### src/rtl/rename_dispatch_nw_pkg.sv
// Shared types for the N-wide rename/dispatch stage: decoded-slot payload, RS packet, FU classes.
package rename_dispatch_nw_pkg;

  localparam int unsigned PREG_W         = 6;
  localparam int unsigned AREG_W         = 5;
  localparam int unsigned ROB_DEPTH      = 16;
  localparam int unsigned ROB_IDX_W      = $clog2(ROB_DEPTH);
  localparam int unsigned ROB_DATA_WIDTH = 1 + AREG_W + PREG_W;
  localparam int unsigned NUM_FU         = 5;

  localparam logic [6:0] OP_REG   = 7'b0110011;
  localparam logic [6:0] OP_LOAD  = 7'b0000011;
  localparam logic [6:0] OP_STORE = 7'b0100011;
  localparam logic [6:0] OP_BR    = 7'b1100011;
  localparam logic [6:0] OP_JAL   = 7'b1101111;
  localparam logic [6:0] OP_JALR  = 7'b1100111;

  typedef enum logic [2:0] {
    FU_ALU = 3'd0,
    FU_MUL = 3'd1,
    FU_DIV = 3'd2,
    FU_MEM = 3'd3,
    FU_BR  = 3'd4
  } fu_sel_t;

  typedef enum logic {
    M2_RS2_OUT = 1'b0,
    M2_IMM_OUT = 1'b1
  } alu_m2_sel_t;

  typedef struct packed {
    logic [6:0]        opcode;
    logic [2:0]        funct3;
    logic [6:0]        funct7;
    logic [AREG_W-1:0] rs1;
    logic [AREG_W-1:0] rs2;
    logic [AREG_W-1:0] rd;
    logic              regf_we;
    alu_m2_sel_t       alu_m2_sel;
    logic [31:0]       imm;
  } id_ex_stage_reg_t;

  // Superset of the fields every RS class needs, tagged with the target class.
  typedef struct packed {
    fu_sel_t              fu;
    logic [ROB_IDX_W-1:0] rob_idx;
    logic [PREG_W-1:0]    pd;
    logic [AREG_W-1:0]    rd;
    logic [PREG_W-1:0]    ps1;
    logic                 ps1_ready;
    logic [PREG_W-1:0]    ps2;
    logic                 ps2_ready;
    logic [6:0]           opcode;
    logic [2:0]           funct3;
    logic [6:0]           funct7;
    alu_m2_sel_t          alu_m2_sel;
    logic [31:0]          imm;
  } rs_pkt_t;

  function automatic fu_sel_t fu_class(input logic [6:0] opcode, input logic [2:0] funct3,
                                       input logic [6:0] funct7);
    fu_sel_t c;
    c = FU_ALU;
    if (opcode == OP_REG && funct7 == 7'b0000001) begin
      c = (funct3 < 3'd4) ? FU_MUL : FU_DIV;
    end else if (opcode == OP_LOAD || opcode == OP_STORE) begin
      c = FU_MEM;
    end else if (opcode == OP_BR || opcode == OP_JAL || opcode == OP_JALR) begin
      c = FU_BR;
    end
    return c;
  endfunction

  function automatic logic needs_preg(input logic regf_we, input logic [AREG_W-1:0] rd);
    return regf_we && (rd != '0);
  endfunction

endpackage

### src/rtl/rename_dispatch_nw_src_bypass.sv
// Per-lane source override: a source matching the rd of the youngest older renaming lane takes its pd.
module rename_src_bypass
  import rename_dispatch_nw_pkg::*;
#(
  parameter int unsigned WIDTH = 2,
  parameter int unsigned LANE  = 0
) (
  input  logic [AREG_W-1:0]             rs1,
  input  logic [AREG_W-1:0]             rs2,
  input  logic [PREG_W-1:0]             rat_ps1,
  input  logic [PREG_W-1:0]             rat_ps2,
  input  logic                          rat_ps1_valid,
  input  logic                          rat_ps2_valid,
  input  logic [WIDTH-1:0][AREG_W-1:0]  older_rd,
  input  logic [WIDTH-1:0][PREG_W-1:0]  older_pd,
  input  logic [WIDTH-1:0]              older_wr,
  output logic [PREG_W-1:0]             ps1,
  output logic [PREG_W-1:0]             ps2,
  output logic                          ps1_ready,
  output logic                          ps2_ready
);

  localparam logic [WIDTH-1:0] OLDER_MASK = WIDTH'((64'd1 << LANE) - 64'd1);

  logic [WIDTH-1:0] cand;
  assign cand = older_wr & OLDER_MASK;

  // Ascending scan so the youngest older writer wins.
  always_comb begin
    ps1       = rat_ps1;
    ps2       = rat_ps2;
    ps1_ready = rat_ps1_valid;
    ps2_ready = rat_ps2_valid;
    for (int k = 0; k < WIDTH; k++) begin
      if (cand[k] && older_rd[k] != '0 && older_rd[k] == rs1) begin
        ps1       = older_pd[k];
        ps1_ready = 1'b0;
      end
      if (cand[k] && older_rd[k] != '0 && older_rd[k] == rs2) begin
        ps2       = older_pd[k];
        ps2_ready = 1'b0;
      end
    end
  end

endmodule

### src/rtl/rename_dispatch_nw.sv
// N-wide rename/dispatch: buffers one decode group, dispatches the longest in-order prefix that fits.
// Optional DISPATCH_PERF_CTR_EN adds dispatch/stall performance counters.
module rename_dispatch_nw
  import rename_dispatch_nw_pkg::*;
#(
  parameter  int unsigned WIDTH = 2,
  localparam int unsigned CW    = $clog2(WIDTH + 1)
) (
  input  logic                               clk,
  input  logic                               rst_n,
  input  logic [WIDTH-1:0]                   dec_valid,
  input  id_ex_stage_reg_t [WIDTH-1:0]       dec_inst,
  output logic                               dec_ready,
  input  logic                               jump_commit,
  input  logic [CW-1:0]                      fl_avail,
  input  logic [WIDTH-1:0][PREG_W-1:0]       fl_pd,
  output logic [CW-1:0]                      fl_dequeue,
  output logic [WIDTH-1:0][AREG_W-1:0]       rat_rs1,
  output logic [WIDTH-1:0][AREG_W-1:0]       rat_rs2,
  input  logic [WIDTH-1:0][PREG_W-1:0]       rat_ps1,
  input  logic [WIDTH-1:0][PREG_W-1:0]       rat_ps2,
  input  logic [WIDTH-1:0]                   rat_ps1_valid,
  input  logic [WIDTH-1:0]                   rat_ps2_valid,
  output logic [WIDTH-1:0]                   rat_we,
  output logic [WIDTH-1:0][AREG_W-1:0]       rat_rd,
  output logic [WIDTH-1:0][PREG_W-1:0]       rat_pd,
  input  logic [CW-1:0]                      rob_space,
  input  logic [WIDTH-1:0][ROB_IDX_W-1:0]    rob_idx,
  output logic [CW-1:0]                      rob_enqueue,
  output logic [WIDTH-1:0][ROB_DATA_WIDTH-1:0] rob_data,
  input  logic [NUM_FU-1:0][CW-1:0]          rs_space,
  output logic [WIDTH-1:0]                   disp_valid,
  output fu_sel_t [WIDTH-1:0]                disp_fu,
  output rs_pkt_t [WIDTH-1:0]                disp_pkt
`ifdef DISPATCH_PERF_CTR_EN
  ,
  output logic [31:0]                        perf_disp_cnt,
  output logic [31:0]                        perf_stall_fl,
  output logic [31:0]                        perf_stall_rob,
  output logic [31:0]                        perf_stall_rs
`endif
);

  typedef enum logic [1:0] {S_EMPTY, S_FULL, S_PARTIAL} state_t;

  state_t                        state_q, state_d;
  id_ex_stage_reg_t [WIDTH-1:0]  slot_q;
  logic [WIDTH-1:0]              slot_v_q, slot_v_d;
  logic [CW-1:0]                 head_q, head_d;
  logic                          load_grp;

  id_ex_stage_reg_t [WIDTH-1:0]  lane_inst;
  logic [WIDTH-1:0]              lane_v, lane_wr, disp, wr_disp;
  fu_sel_t [WIDTH-1:0]           lane_fu;
  logic [WIDTH-1:0][AREG_W-1:0]  lane_rd;
  logic [WIDTH-1:0][PREG_W-1:0]  lane_pd, byp_ps1, byp_ps2;
  logic [WIDTH-1:0]              byp_rdy1, byp_rdy2;
  logic [CW-1:0]                 n_disp, n_pend, n_preg;

  // Lane k views buffer slot head+k.
  always_comb begin
    lane_inst = '0;
    lane_v    = '0;
    for (int k = 0; k < WIDTH; k++) begin
      for (int s = 0; s < WIDTH; s++) begin
        if (int'(head_q) + k == s) begin
          lane_inst[k] = slot_q[s];
          lane_v[k]    = slot_v_q[s];
        end
      end
    end
  end

  // In-order prefix selection against free-list, ROB and per-class RS capacity.
  always_comb begin
    int   rs_cnt [NUM_FU];
    int   np;
    int   nd;
    int   npend;
    logic ok;
    logic rs_ok;
    disp    = '0;
    lane_pd = '0;
    lane_wr = '0;
    lane_rd = '0;
    np      = 0;
    nd      = 0;
    npend   = 0;
    ok      = !jump_commit;
    rs_ok   = 1'b0;
    for (int c = 0; c < NUM_FU; c++) rs_cnt[c] = 0;
    for (int k = 0; k < WIDTH; k++) begin
      lane_fu[k] = fu_class(lane_inst[k].opcode, lane_inst[k].funct3, lane_inst[k].funct7);
      lane_wr[k] = needs_preg(lane_inst[k].regf_we, lane_inst[k].rd);
      lane_rd[k] = lane_inst[k].rd;
      if (lane_v[k]) npend++;
      rs_ok = 1'b0;
      for (int c = 0; c < NUM_FU; c++) begin
        if (int'(lane_fu[k]) == c) rs_ok = (rs_cnt[c] + 1 <= int'(rs_space[c]));
      end
      ok = ok && lane_v[k] && rs_ok
            && (np + (lane_wr[k] ? 1 : 0) <= int'(fl_avail))
            && (k + 1 <= int'(rob_space));
      if (ok) begin
        disp[k] = 1'b1;
        nd++;
        for (int c = 0; c < NUM_FU; c++) begin
          if (int'(lane_fu[k]) == c) rs_cnt[c]++;
        end
        if (lane_wr[k]) begin
          for (int j = 0; j < WIDTH; j++) begin
            if (j == np) lane_pd[k] = fl_pd[j];
          end
          np++;
        end
      end
    end
    n_disp = CW'(nd);
    n_preg = CW'(np);
    n_pend = CW'(npend);
  end

  assign wr_disp     = disp & lane_wr;
  assign disp_valid  = disp;
  assign fl_dequeue  = n_preg;
  assign rob_enqueue = n_disp;

  for (genvar g = 0; g < WIDTH; g++) begin : g_byp
    rename_src_bypass #(
      .WIDTH (WIDTH),
      .LANE  (g)
    ) u_byp (
      .rs1           (lane_inst[g].rs1),
      .rs2           (lane_inst[g].rs2),
      .rat_ps1       (rat_ps1[g]),
      .rat_ps2       (rat_ps2[g]),
      .rat_ps1_valid (rat_ps1_valid[g]),
      .rat_ps2_valid (rat_ps2_valid[g]),
      .older_rd      (lane_rd),
      .older_pd      (lane_pd),
      .older_wr      (wr_disp),
      .ps1           (byp_ps1[g]),
      .ps2           (byp_ps2[g]),
      .ps1_ready     (byp_rdy1[g]),
      .ps2_ready     (byp_rdy2[g])
    );
  end

  // RAT, ROB and RS outputs; an older writer shadowed by a younger same-rd writer skips the RAT.
  always_comb begin
    rs_pkt_t pkt;
    logic    shadow;
    rat_rs1  = '0;
    rat_rs2  = '0;
    rat_we   = '0;
    rat_rd   = '0;
    rat_pd   = '0;
    rob_data = '0;
    disp_pkt = '0;
    pkt      = '0;
    shadow   = 1'b0;
    for (int k = 0; k < WIDTH; k++) begin
      disp_fu[k] = FU_ALU;
      if (lane_v[k]) begin
        rat_rs1[k] = lane_inst[k].rs1;
        rat_rs2[k] = lane_inst[k].rs2;
      end
      shadow = 1'b0;
      for (int m = 0; m < WIDTH; m++) begin
        if (m > k && wr_disp[m] && lane_rd[m] == lane_rd[k]) shadow = 1'b1;
      end
      if (wr_disp[k] && !shadow) begin
        rat_we[k] = 1'b1;
        rat_rd[k] = lane_rd[k];
        rat_pd[k] = lane_pd[k];
      end
      if (disp[k]) begin
        disp_fu[k]     = lane_fu[k];
        rob_data[k]    = {1'b0, lane_rd[k], lane_pd[k]};
        pkt            = '0;
        pkt.fu         = lane_fu[k];
        pkt.rob_idx    = rob_idx[k];
        pkt.pd         = lane_pd[k];
        pkt.rd         = lane_rd[k];
        pkt.ps1        = byp_ps1[k];
        pkt.ps1_ready  = byp_rdy1[k];
        pkt.ps2        = byp_ps2[k];
        pkt.ps2_ready  = byp_rdy2[k];
        pkt.opcode     = lane_inst[k].opcode;
        pkt.funct3     = lane_inst[k].funct3;
        pkt.funct7     = lane_inst[k].funct7;
        pkt.alu_m2_sel = lane_inst[k].alu_m2_sel;
        pkt.imm        = lane_inst[k].imm;
        if (lane_fu[k] == FU_ALU && lane_inst[k].alu_m2_sel == M2_IMM_OUT) begin
          pkt.ps2       = '0;
          pkt.ps2_ready = 1'b1;
        end
        disp_pkt[k] = pkt;
      end
    end
  end

  // Group buffer control; a flush dominates acceptance.
  always_comb begin
    state_d   = state_q;
    head_d    = head_q;
    slot_v_d  = slot_v_q;
    load_grp  = 1'b0;
    dec_ready = !jump_commit && (state_q == S_EMPTY || n_disp == n_pend);
    if (jump_commit) begin
      state_d  = S_EMPTY;
      head_d   = '0;
      slot_v_d = '0;
    end else if (dec_ready && (|dec_valid)) begin
      load_grp = 1'b1;
      state_d  = S_FULL;
      head_d   = '0;
      slot_v_d = dec_valid;
    end else if (state_q != S_EMPTY && n_disp == n_pend) begin
      state_d  = S_EMPTY;
      head_d   = '0;
      slot_v_d = '0;
    end else if (n_disp != '0) begin
      state_d = S_PARTIAL;
      head_d  = head_q + n_disp;
    end
  end

  always_ff @(posedge clk or negedge rst_n) begin
    if (!rst_n) begin
      state_q  <= S_EMPTY;
      head_q   <= '0;
      slot_v_q <= '0;
      slot_q   <= '0;
    end else begin
      state_q  <= state_d;
      head_q   <= head_d;
      slot_v_q <= slot_v_d;
      if (load_grp) slot_q <= dec_inst;
    end
  end

`ifdef DISPATCH_PERF_CTR_EN
  logic lane0_blocked, stall_fl, stall_rob, stall_rs;

  // Attribute a blocked lane 0 to the first failing resource: free list, ROB, then RS.
  always_comb begin
    lane0_blocked = lane_v[0] && !disp[0] && !jump_commit;
    stall_fl      = lane0_blocked && lane_wr[0] && (fl_avail == '0);
    stall_rob     = lane0_blocked && !stall_fl && (rob_space == '0);
    stall_rs      = lane0_blocked && !stall_fl && !stall_rob;
  end

  always_ff @(posedge clk or negedge rst_n) begin
    if (!rst_n) begin
      perf_disp_cnt  <= '0;
      perf_stall_fl  <= '0;
      perf_stall_rob <= '0;
      perf_stall_rs  <= '0;
    end else begin
      perf_disp_cnt  <= perf_disp_cnt + 32'(n_disp);
      perf_stall_fl  <= perf_stall_fl + 32'(stall_fl);
      perf_stall_rob <= perf_stall_rob + 32'(stall_rob);
      perf_stall_rs  <= perf_stall_rs + 32'(stall_rs);
    end
  end
`endif

endmodule

### config.mk
export PLATFORM = sky130hd
export DESIGN_NAME = rename_dispatch_nw
export DESIGN_NICKNAME = d
export VERILOG_FILES = /design/src/rtl/rename_dispatch_nw_pkg.sv /design/src/rtl/rename_dispatch_nw_src_bypass.sv /design/src/rtl/rename_dispatch_nw.sv
export SDC_FILE = /design/constraint.sdc
export NUM_CORES = 1
export LEC_CHECK = 0
export CAP_MARGIN = 10
export CORE_AREA = 3 3 173 175
export CTS_BUF_LIST = sky130_fd_sc_hd__clkbuf_8
export CTS_CLUSTER_DIAMETER = 80
export CTS_CLUSTER_SIZE = 8
export DETAILED_ROUTE_END_ITERATION = 10
export DIE_AREA = 0 0 176 178
export PLACE_DENSITY = 0.73
export RECOVER_POWER = 100
export SYNTH_ARGS = -nofsm -noshare
export SYNTH_HDL_FRONTEND = slang
export SYNTH_SLANG_ARGS = --single-unit
### constraint.sdc
create_clock -name clk -period 8.3 [get_ports clk]
set_clock_uncertainty 0.2 [all_clocks]
set_input_delay 1.245 -clock clk [delete_from_list [all_inputs] [get_ports clk]]
set_output_delay 1.245 -clock clk [all_outputs]
set_load 0.05 [all_outputs]
==> results of run 1 <==
flip-flops by register name (all words and copies together) (netlist names):
register,cells
state_q,2
slot_v_q,2
head_q,2
slot_q,132
worst paths after layout:
path / from / endpoint / slack, ns / cells past startpoint
worst min register to register: slot_q[46] / slot_q[46] / 0.31 / 1
worst max register to register: head_q[0] / slot_q[78] / 0.75 / 27
worst min-delay path: slot_q[46] / slot_q[46] / 0.31 / 1
max in group asynchronous: rst_n / head_q[0] / 2.41 / 2
worst max-delay path: head_q[0] / rob_data[18] / 0.44 / 20
min in group asynchronous: rst_n / slot_q[22] / 2.07 / 1
logic make-up after synthesis:
logic type,Yosys count,synth area share [%]
XOR/XNOR,11,1.087
AND/OR/NAND/NOR,314,18.66
AO/OA/AOI/OAI,73,6.126
multiplexers,215,26.15
flip-flops,138,38.96
other,1,0.04230
adder cells (fa/ha/maj),18,2.541
buffers and inverters,110,6.436
cell type report:
class / instances / share of cell area [%]
Timing Repair Buffer: 464 / 30.58
Clock inverter: 13 / 0.9999
Antenna cell: 2 / 0.03738
Sequential cell: 138 / 25.82
Tap cell: 384 / 3.588
Inverter: 22 / 0.6168
Clock buffer: 19 / 1.953
Multi-Input combinational cell: 633 / 36.41
worst reg2reg max path: stages (launching register included):
cell	delay, ns
dfrtp_4	0.54
mux2i_2	0.32
nor2_1	0.16
o41a_1	0.46
inv_1	0.15
ha_1	0.17
nor3_1	0.06
nor4_1	0.24
o41a_1	0.23
o211ai_2	0.17
a211oi_4	0.26
buf_4	0.29
ha_1	0.24
ha_1	0.25
nor2b_1	0.13
o21ai_0	0.29
o2111ai_1	0.19
and2b_4	0.40
nand2_1	0.12
inv_1	0.16
ha_2	0.24
xor2_1	0.08
nor2_1	0.23
nor2b_1	0.10
nor2_2	0.18
o21a_4	0.46
clkbuf_4	0.68
mux2_2	0.46
per-stage QoR:
step                worst slack [ns]  power, mW  hold slack, ns  util [%]  instance area (um2)
global placement              0.4993      2.273          0.2887     50.91                14570
CTS                          0.03570      2.874          0.3146     52.35                14980
finish                        0.4398      2.811          0.3136     46.77                13390
floorplan                     0.2450      1.830          0.2654         -                 8869
global route                 0.02235      2.976          0.3268     46.77                13390
detailed placement            0.3384      2.306          0.2955     50.91                14570
layer usage:
metal  up-vias  wire length (um)  track usage [%]
li1       3879                 -                -
met1      4197             14200            25.32
met2       377             18790            39.67
met3        64              2606            6.854
met4         6              1183            9.106
met5         -                32                0
cell usage in the layout (no fill, tap or decap), drive strengths merged, types with 6 or more instances in the layout:
master and instances:
nor2 113, xnor2 8, dlygate4sd3 116, nor3 19
nor4b 6, nand2 23, inv 28, mux2i 85
and3 78, clkdlybuf4s50 198, nor2b 14, nand3 7
buf 28, ha 18, clkbuf 136, a21oi 10
mux2 130, dfrtp 138, o21ai 18, a211oi 7
and2 20
where the power goes:
part	switching (mW)	internal [mW]
registers	0.217	0.898
logic	0.621	0.520
clock network	0.294	0.262
total	1.13	1.68
repair_timing:
action                     in CTS  in global routing
hold buffers                    0                  0
setup endpoints to repair       1                  1
setup buffers                   1                  3
gates resized for setup         1                  4
==> out/results.ini, run 1 <==
[status]
status=finished with violations
violations=capacitance limit, slew limit

[timing]
maxSlewViolCount=182
rsz0062_at_grt=no
fin_setup_tns_ns=0
period_share_pct=94.70
hold_viol=0
maxSlewHeadroom_pct=-180.4
finalSetupViolCount=0
finalCriticalPeriod_ns=7.860
max_slew.worst_pin.slew_ns=4.206
fmax_mhz=127.2

[grt]
grt_usage_pct=22.47
grt_pass1_wl_um=53470
overflow=0
antenna_found_initial=6
grt_max_degree=78
first_global_vias=8736

[setup_path]
cp_max_fo=50
crit_type=reg2out
crit_path_top_delay_cell=clkbuf_2
crit_top_cell=ha_1
required_ns=6.86
crit_path_start_kind=register
crit_family=compound AO/OA/AOI/OAI gates
crit_arrival_ns=6.42
crit_chain=mux2i_2 > nor2_1 > o41a_1 > inv_1 > ha_1 > nor3_1 > nor4_1 > o41a_1 > o211ai_2 > a211oi_4 > buf_4 > ha_1 > ha_1 > nor2b_1 > o21ai_0 > o2111ai_1 > and2b_4 > clkbuf_2 > and3_1 > clkbuf_2
cpPeakStageDelay_ns=0.74
timing.critical_path.buf_inv=4
worstSetupEndpointType=output port

[pwr]
power.density_nw_per_um2=210.0
ir_worst_vdd_mv=0.09364
p_leak_nw=6.020

[logic_synthesis]
synth_cell_types=65
yosysWarnings=0
synth_top_area_cell=dfrtp_1
async_flop_share_pct=100.0
synth_area_leaders=dfrtp_1, mux2_2, mux2i_1
synth_edf_count=0
yosysSeqAreaShare_pct=38.96
synth.ff_latch_count=138
synth_top_area_share_pct=38.96
syn_avg_cell_area_um2=10.07
synthCells=880
synth_ff_type=dfrtp_1
synthTopCellsByCount=dfrtp_1, mux2_2, nor2_1
yosysMostFrequentCell=dfrtp_1
syn_area_um2=8865

[final_layout]
stdcell_count=1675
nFillCells=2755
synthToLayoutAreaGrowth_pct=51.04
drive_gt1_share_pct=21.26
multi_input_area_um2=4875
seq_area_um2=3457
fin_nets=1493

[clocking]
cts_root_buffer=clkbuf_8
htreeDepth=4
cts.path.max_buffers=2
cts_tree=done
cts_sinks=138
insertion_delay_ns=0.44
clk_pin_slew_worst_paths_ns=0.08
cts_buffers=17

[die]
dieWidth_um=176
rows=62
ios=444
die_y_um=178
fp.dieArea_um2=31330
core_um2=28630
start_util_pct=30.97

[place]
gp_congestion=0.9234
placedCellCount=1637
portBuffers=441
dp_hpwl_um=29140

[detailed_routing]
post_drt_wl_per_cell_um=21.97
via_count=8523
drt_first_pass_iters=6
antenna_left=0
drc=0
drt_iter0_drc=403
drt_wl_total_um=36810
vias_per_cell=5.088

[min_path]
min_path_type=reg2reg

[flow_run]
cap_violations=3

Note: power is estimated with default switching activity, not from simulation.
==> run 2: changes to the inputs <==
--- a/config.mk
+++ b/config.mk
@@ -14,6 +14,7 @@
 export DIE_AREA = 0 0 176 178
 export PLACE_DENSITY = 0.73
 export RECOVER_POWER = 100
+export SETUP_SLACK_MARGIN = 0.2
 export SYNTH_ARGS = -nofsm -noshare
 export SYNTH_HDL_FRONTEND = slang
 export SYNTH_SLANG_ARGS = --single-unit
==> constraint.sdc (replaced) <==
create_clock -name clk -period 7.5 [get_ports clk]
set_clock_uncertainty 0.2 [all_clocks]
set_input_delay 1.125 -clock clk [delete_from_list [all_inputs] [get_ports clk]]
set_output_delay 1.125 -clock clk [all_outputs]
set_load 0.05 [all_outputs]
==> run 2 against run 1 <==
Net effect:
- count of clock-buffer cells in the layout decreased by 2
- highest routed layer unchanged
- largest power group unchanged
- combinational power increased by 16%
- the run still ends with capacitance limit, slew limit left
- via count fell by 0.23%
- worst hold slack worse by 0.0026 ns
- critical path type unchanged
==> out/results.ini, run 2 (synthesized netlist as in run 1, its figures left out) <==
[die]
die_y_um=178  ; unchanged
ios=444  ; unchanged
core_um2=28630  ; unchanged
start_util_pct=30.97  ; unchanged
dieWidth_um=176  ; unchanged
fp.dieArea_um2=31330  ; unchanged
rows=62  ; unchanged

[setup_path]
cp_max_fo=34  ; -32%
crit_type=reg2out
crit_path_top_delay_cell=dfrtp_4
cpPeakStageDelay_ns=0.52  ; -0.22 ns
crit_path_start_kind=register
crit_chain=buf_6 > mux2i_1 > o22ai_1 > nand4bb_1 > o211ai_1 > a21o_2 > buf_6 > nor2_2 > ha_1 > nor2b_1 > o21ai_0 > a21oi_1 > o32ai_2 > and2b_2 > nand2_1 > ha_4 > xor2_1 > nor2_2 > nor2b_1 > nor2_4 > buf_12
crit_arrival_ns=5.80  ; -0.62 ns
required_ns=6.17  ; -0.69 ns
worstSetupEndpointType=output port

[place]
dp_hpwl_um=28680  ; -1.6%
gp_congestion=0.9411  ; +1.9%
placedCellCount=1642  ; +0.31%
dpl-instance-area_um2=14600  ; +0.19%
portBuffers=441  ; unchanged

[pwr]
p_comb_share_pct=41.4  ; +0.8 points
ir_worst_vdd_mv=0.1180  ; +26%
power.switching_mw=1.295  ; +14%
clock_power_share_pct=19.9  ; about the same
p_seq_share_pct=38.7  ; -1.0 points
swShare_pct=40.63  ; +0.36 points
p_leak_nw=6.441  ; +7.0%
power.density_nw_per_um2=211.6  ; +0.78%
internal_power_mw=1.892  ; +13%

[final_layout]
drive_gt1_share_pct=28.19  ; +6.9 points
fin_nets=1499  ; +0.40%
nFillCells=2530  ; -8.2%
final_common_cell=clkdlybuf4s50_1
synthToLayoutAreaGrowth_pct=69.88
largest_reg_flops=132  ; unchanged
stdcell_count=1681  ; +0.36%
stdcell_area_um2=15060  ; +12%
layout_common_cells=clkdlybuf4s50_1, dfrtp_1, mux2_2
utilization_pct=52.61  ; +5.8 points
regMostFlops=slot_q

[timing]
rsz0062_at_grt=yes
period_share_pct=94.96
finalCriticalPeriod_ns=7.122
fin_setup_tns_ns=0  ; unchanged
maxSlewHeadroom_pct=-135.5  ; +45 points
maxSlewViolCount=263  ; +45%
max_slew.worst_pin.slew_ns=3.532  ; -0.6745 ns
fmax_mhz=140.4
finalSetupViolCount=0  ; unchanged
hold_viol=0  ; unchanged

[clocking]
htreeDepth=4  ; unchanged
cts_sinks=138  ; unchanged
cts_root_buffer=clkbuf_8
clk_pin_slew_worst_paths_ns=0.09  ; about the same
cts.path.max_buffers=2  ; unchanged
cts_tree=done
cts_buffers=17  ; unchanged
postCtsHoldBufs=0  ; unchanged
insertion_delay_ns=0.43  ; about the same

[detailed_routing]
drt_wl_total_um=36860  ; +0.14%
vias_per_cell=5.058  ; -0.59%
drt_first_pass_iters=5  ; -1
via_count=8503  ; -0.23%
drc=0  ; unchanged
antenna_left=0  ; unchanged
post_drt_wl_per_cell_um=21.92  ; -0.22%
drt_iter0_drc=419  ; +4.0%

[min_path]
min_path_type=reg2reg

[grt]
grt_usage_pct=22.49  ; about the same
antenna_found_initial=6  ; unchanged
grt_pass1_wl_um=53850  ; +0.71%
first_global_vias=8833  ; +1.1%
grt_max_degree=87  ; +12%
overflow=0  ; unchanged

[status]
violations=capacitance limit, slew limit
status=finished with violations

[flow_run]
cap_violations=4  ; +1

## run 2: changes by cell type in the layout (fill, tap and decap cells not counted), moves of 5 or more
| cell | delta |
|---|---|
| buf_12 | +104 |
| clkbuf_2 | -59 |
| clkbuf_1 | -43 |
| buf_4 | +28 |
| dlygate4sd3_1 | -22 |
| and2_0 | +10 |
| and2_1 | -10 |
| nor2_1 | -7 |
| nor2_2 | +6 |
| dlymetal6s2s_1 | -5 |
## run 2: what timing repair did
action                                  CTS  global route
setup buffers                             3             2
pin swaps                                 0             3
resized for setup                         8            17
endpoints found under the setup margin   77            77
## run 2: power groups by stage
| stage | logic, mW | registers [mW] | clock network, mW |
|---|---|---|---|
| after floorplan | 0.883 | 1.14 | 0 |
| after global routing | 1.42 | 1.27 | 0.694 |
| final | 1.32 | 1.23 | 0.633 |
| after CTS | 1.33 | 1.23 | 0.657 |
| after global placement | 1.30 | 1.23 | 0 |
| after detailed placement | 1.32 | 1.24 | 0 |
## run 2: layout make-up
class	instances	area, um2	area share (%)
timing repair buffer	470	5678	37.70
multi-input combinational	633	4942	32.82
sequential	138	3458	22.96
tap	384	480.5	3.190
clock buffer	17	234.0	1.554
clock inverter	15	175.2	1.163
inverter	22	86.33	0.5733
antenna	2	5.005	0.03323
## run 2: stage by stage
stage	hold slack, ns	setup WS [ns]	total power [mW]
floorplan	0.2654	0.1355	2.027
global placement	0.2896	0.4948	2.529
detailed placement	0.2889	0.3245	2.565
CTS	0.3093	0.2098	3.220
global route	0.3215	0.05596	3.376
finish	0.3110	0.3780	3.187
## run 2: path summary, 6_finish.rpt
path                            slack [ns]        from  depth (start not counted)    endpoint
min in group asynchronous             1.68       rst_n                          1  slot_q[87]
max in group asynchronous             1.74       rst_n                          2   head_q[0]
worst min-delay path                  0.31  slot_q[43]                          1  slot_q[43]
worst max-delay path                  0.38   head_q[0]                         21   dec_ready
worst min register to register        0.31  slot_q[43]                          1  slot_q[43]
worst max register to register        0.41   head_q[0]                         24  slot_q[89]
## run 2: worst max-delay path, delay by kind of cell (launching register included)
family / cells / cell delay [ns]
AND/OR/NAND/NOR: 8 / 1.32
AO/OA/AOI/OAI: 6 / 1.39
flip-flops: 1 / 0.52
XOR/XNOR: 1 / 0.18
adder cells (fa/ha/maj): 2 / 0.63
buffers and inverters: 3 / 0.78
multiplexers: 1 / 0.51
## run 2: per-layer routing
layer	track usage, %	up-vias	part of all wire [%]
met4	6.302	10	2.3
met2	40.04	390	51
met3	6.450	50	7.9
li1	-	3899	-
met5	0	-	0.18
met1	26.45	4154	39
==> run 3: changes to the inputs <==
==> constraint.sdc (replaced) <==
create_clock -name clk -period 7.1 [get_ports clk]
set_clock_uncertainty 0.2 [all_clocks]
set_input_delay 1.065 -clock clk [delete_from_list [all_inputs] [get_ports clk]]
set_output_delay 1.065 -clock clk [all_outputs]
set_load 0.05 [all_outputs]
==> run 3 against run 2 <==
Net effect:
- the flow still finishes with violations (capacitance limit, slew limit)
- utilization is 1.9 points higher
- final cell count rose by 1.2%
- sequential share of layout area is 0.80 points lower
- via count grew 1.6%
- die area did not move
- clock power up 5.2%
- global-route usage increased by 0.64 points
- worst setup slack got worse by 0.17 ns
- routed wire length is 2.7% higher
- critical path type unchanged
==> out/results.ini, run 3 (synthesized netlist as in run 1, its figures left out) <==
[clocking]
cts_root_buffer=clkbuf_8
cts_sinks=138  ; unchanged
cts_tree=done
cts.path.max_buffers=2  ; unchanged
clk_pin_slew_worst_paths_ns=0.09  ; about the same
htreeDepth=4  ; unchanged
cts_buffers=17  ; unchanged
insertion_delay_ns=0.44  ; about the same

[place]
place_ws_ns=-0.01982  ; -0.3443 ns
dpl-instance-area_um2=14880  ; +1.9%
placedCellCount=1646  ; +0.24%
gp_congestion=0.9204  ; -2.2%
portBuffers=441  ; unchanged
dp_hpwl_um=29440  ; +2.6%

[setup_path]
r2r_cells=29  ; +21%
cp_max_fo=13  ; -62%
required_ns=5.83  ; -0.34 ns
worstSetupEndpointType=output port
crit_arrival_ns=5.62  ; -0.18 ns
crit_path_start_kind=register
crit_type=reg2out

[detailed_routing]
via_count=8636  ; +1.6%
drt_first_pass_iters=6  ; +1
antenna_left=0  ; unchanged
vias_per_cell=5.074  ; +0.31%
post_drt_wl_per_cell_um=22.23  ; +1.4%
drt_iter0_drc=405  ; -3.3%
drt_wl_total_um=37830  ; +2.7%
drc=0  ; unchanged

[grt]
antenna_found_initial=5  ; -1
grt_pass1_wl_um=54940  ; +2.0%
grt_usage_pct=23.13  ; +0.64 points
overflow=0  ; unchanged
grt_max_degree=81  ; -6.9%
first_global_vias=8953  ; +1.4%

[final_layout]
stdcell_count=1702  ; +1.2%
layout_common_cells=clkdlybuf4s50_1, dfrtp_1, buf_12
nFillCells=2432  ; -3.9%
multi_input_area_um2=5045  ; +2.1%
utilization_pct=54.49  ; +1.9 points
fin_nets=1520  ; +1.4%
largest_reg_flops=132  ; unchanged
regMostFlops=slot_q
stdcell_area_um2=15600  ; +3.6%
seq_area_um2=3457  ; about the same
drive_gt1_share_pct=30.78  ; +2.6 points
final_common_cell=clkdlybuf4s50_1
synthToLayoutAreaGrowth_pct=75.95

[timing]
max_slew.worst_pin.slew_ns=3.792  ; +0.2606 ns
finalCriticalPeriod_ns=6.890
hold_viol=0  ; unchanged
final.setup.worst_slack_ns=0.2103  ; -0.1678 ns
maxSlewViolCount=141  ; -46%
maxSlewHeadroom_pct=-152.8  ; -17 points
rsz0062_at_grt=yes
period_share_pct=97.04
finalSetupViolCount=0  ; unchanged
fmax_mhz=145.1

[pwr]
ir_worst_vdd_mv=0.1280  ; +8.5%
p_leak_nw=6.651  ; +3.3%
power.density_nw_per_um2=220.0  ; +4.0%

[status]
status=finished with violations
violations=capacitance limit, slew limit

[die]
rows=62  ; unchanged
dieWidth_um=176  ; unchanged
ios=444  ; unchanged
fp.dieArea_um2=31330  ; unchanged
die_y_um=178  ; unchanged
core_um2=28630  ; unchanged
start_util_pct=30.97  ; unchanged

[min_path]
whs_path_depth=1  ; unchanged
min_path_type=reg2reg

[flow_run]
cap_violations=2  ; -2

[run 3: cell types whose count changed in the layout (fill, tap and decap cells not counted), sizes merged]
cell / delta
clkbuf: -3
buf: +31
inv: -3
clkdlybuf4s50: -1
dlygate4sd3: -6
clkinv: -1
bufinv: +1
clkinvlp: +3
[run 3: final cells by class]
type	count	area share, %
timing repair buffer	491	39.24
multi-input combinational	633	32.34
sequential	138	22.16
tap	384	3.080
clock buffer	17	1.500
clock inverter	15	1.059
inverter	22	0.5776
antenna	2	0.03209
[run 3: critical path, stage by stage (launching register included)]
cell and delay (ns):
dfrtp_4 0.54, buf_6 0.16, buf_4 0.14, mux2i_1 0.12
nor2_1 0.13, o41a_1 0.21, inv_2 0.07, ha_1 0.27
nor3_1 0.04, nor4_1 0.28, o41a_1 0.31, o211ai_4 0.10
a21o_4 0.24, nor3_4 0.26, ha_4 0.23, nor2b_1 0.13
o21ai_2 0.15, a221oi_2 0.09, o32ai_2 0.28, and2b_1 0.25
nand2_1 0.18, buf_4 0.26, a21oi_1 0.52, buf_12 0.22
[run 3: report_power, final]
group	total, mW	internal (mW)	leakage [nW]	switching [mW]
clock network	0.666	0.320	0.201	0.347
registers	1.30	1.05	1.62	0.248
logic	1.47	0.699	4.83	0.768
total	3.43	2.07	6.65	1.36
[run 3: worst paths after layout]
| check | slack (ns) | endpoint | from |
|---|---|---|---|
| setup / recovery | 0.21 | disp_pkt[162] | head_q[0] |
| hold / removal | 0.31 | slot_q[22] | slot_q[22] |
| setup reg to reg | 0.32 | slot_q[1] | head_q[0] |
| hold reg to reg | 0.31 | slot_q[22] | slot_q[22] |
| max in group asynchronous | 1.61 | slot_q[110] | rst_n |
| min in group asynchronous | 1.73 | slot_q[28] | rst_n |
[run 3: metrics by stage]
step           hold WS (ns)  total power [mW]  TNS, ns
2_1_floorplan        0.2654             2.149        0
6_report             0.3112             3.431        0
3_5_place_dp         0.2945             2.731  -0.2025
3_3_place_gp         0.2891             2.691        0
5_1_grt              0.3305             3.627  -0.1958
4_1_cts              0.3127             3.452        0
[run 3: timing repair]
| item | 4_1_cts | 5_1_grt |
|---|---|---|
| hold buffers | 0 | 0 |
| cloned | 0 | 2 |
| setup buffers | 14 | 6 |
| setup endpoints to repair | 203 | 171 |
| pin swaps | 3 | 8 |
| gates resized for setup | 22 | 39 |
[run 3: layer usage]
metal  wire length, um  share of wire, %  GRT usage [%]
met1             14340                38          26.99
met2             19020                50          40.38
met5                63              0.17              0
met4              1261               3.3          8.380
met3              3149               8.3          6.833
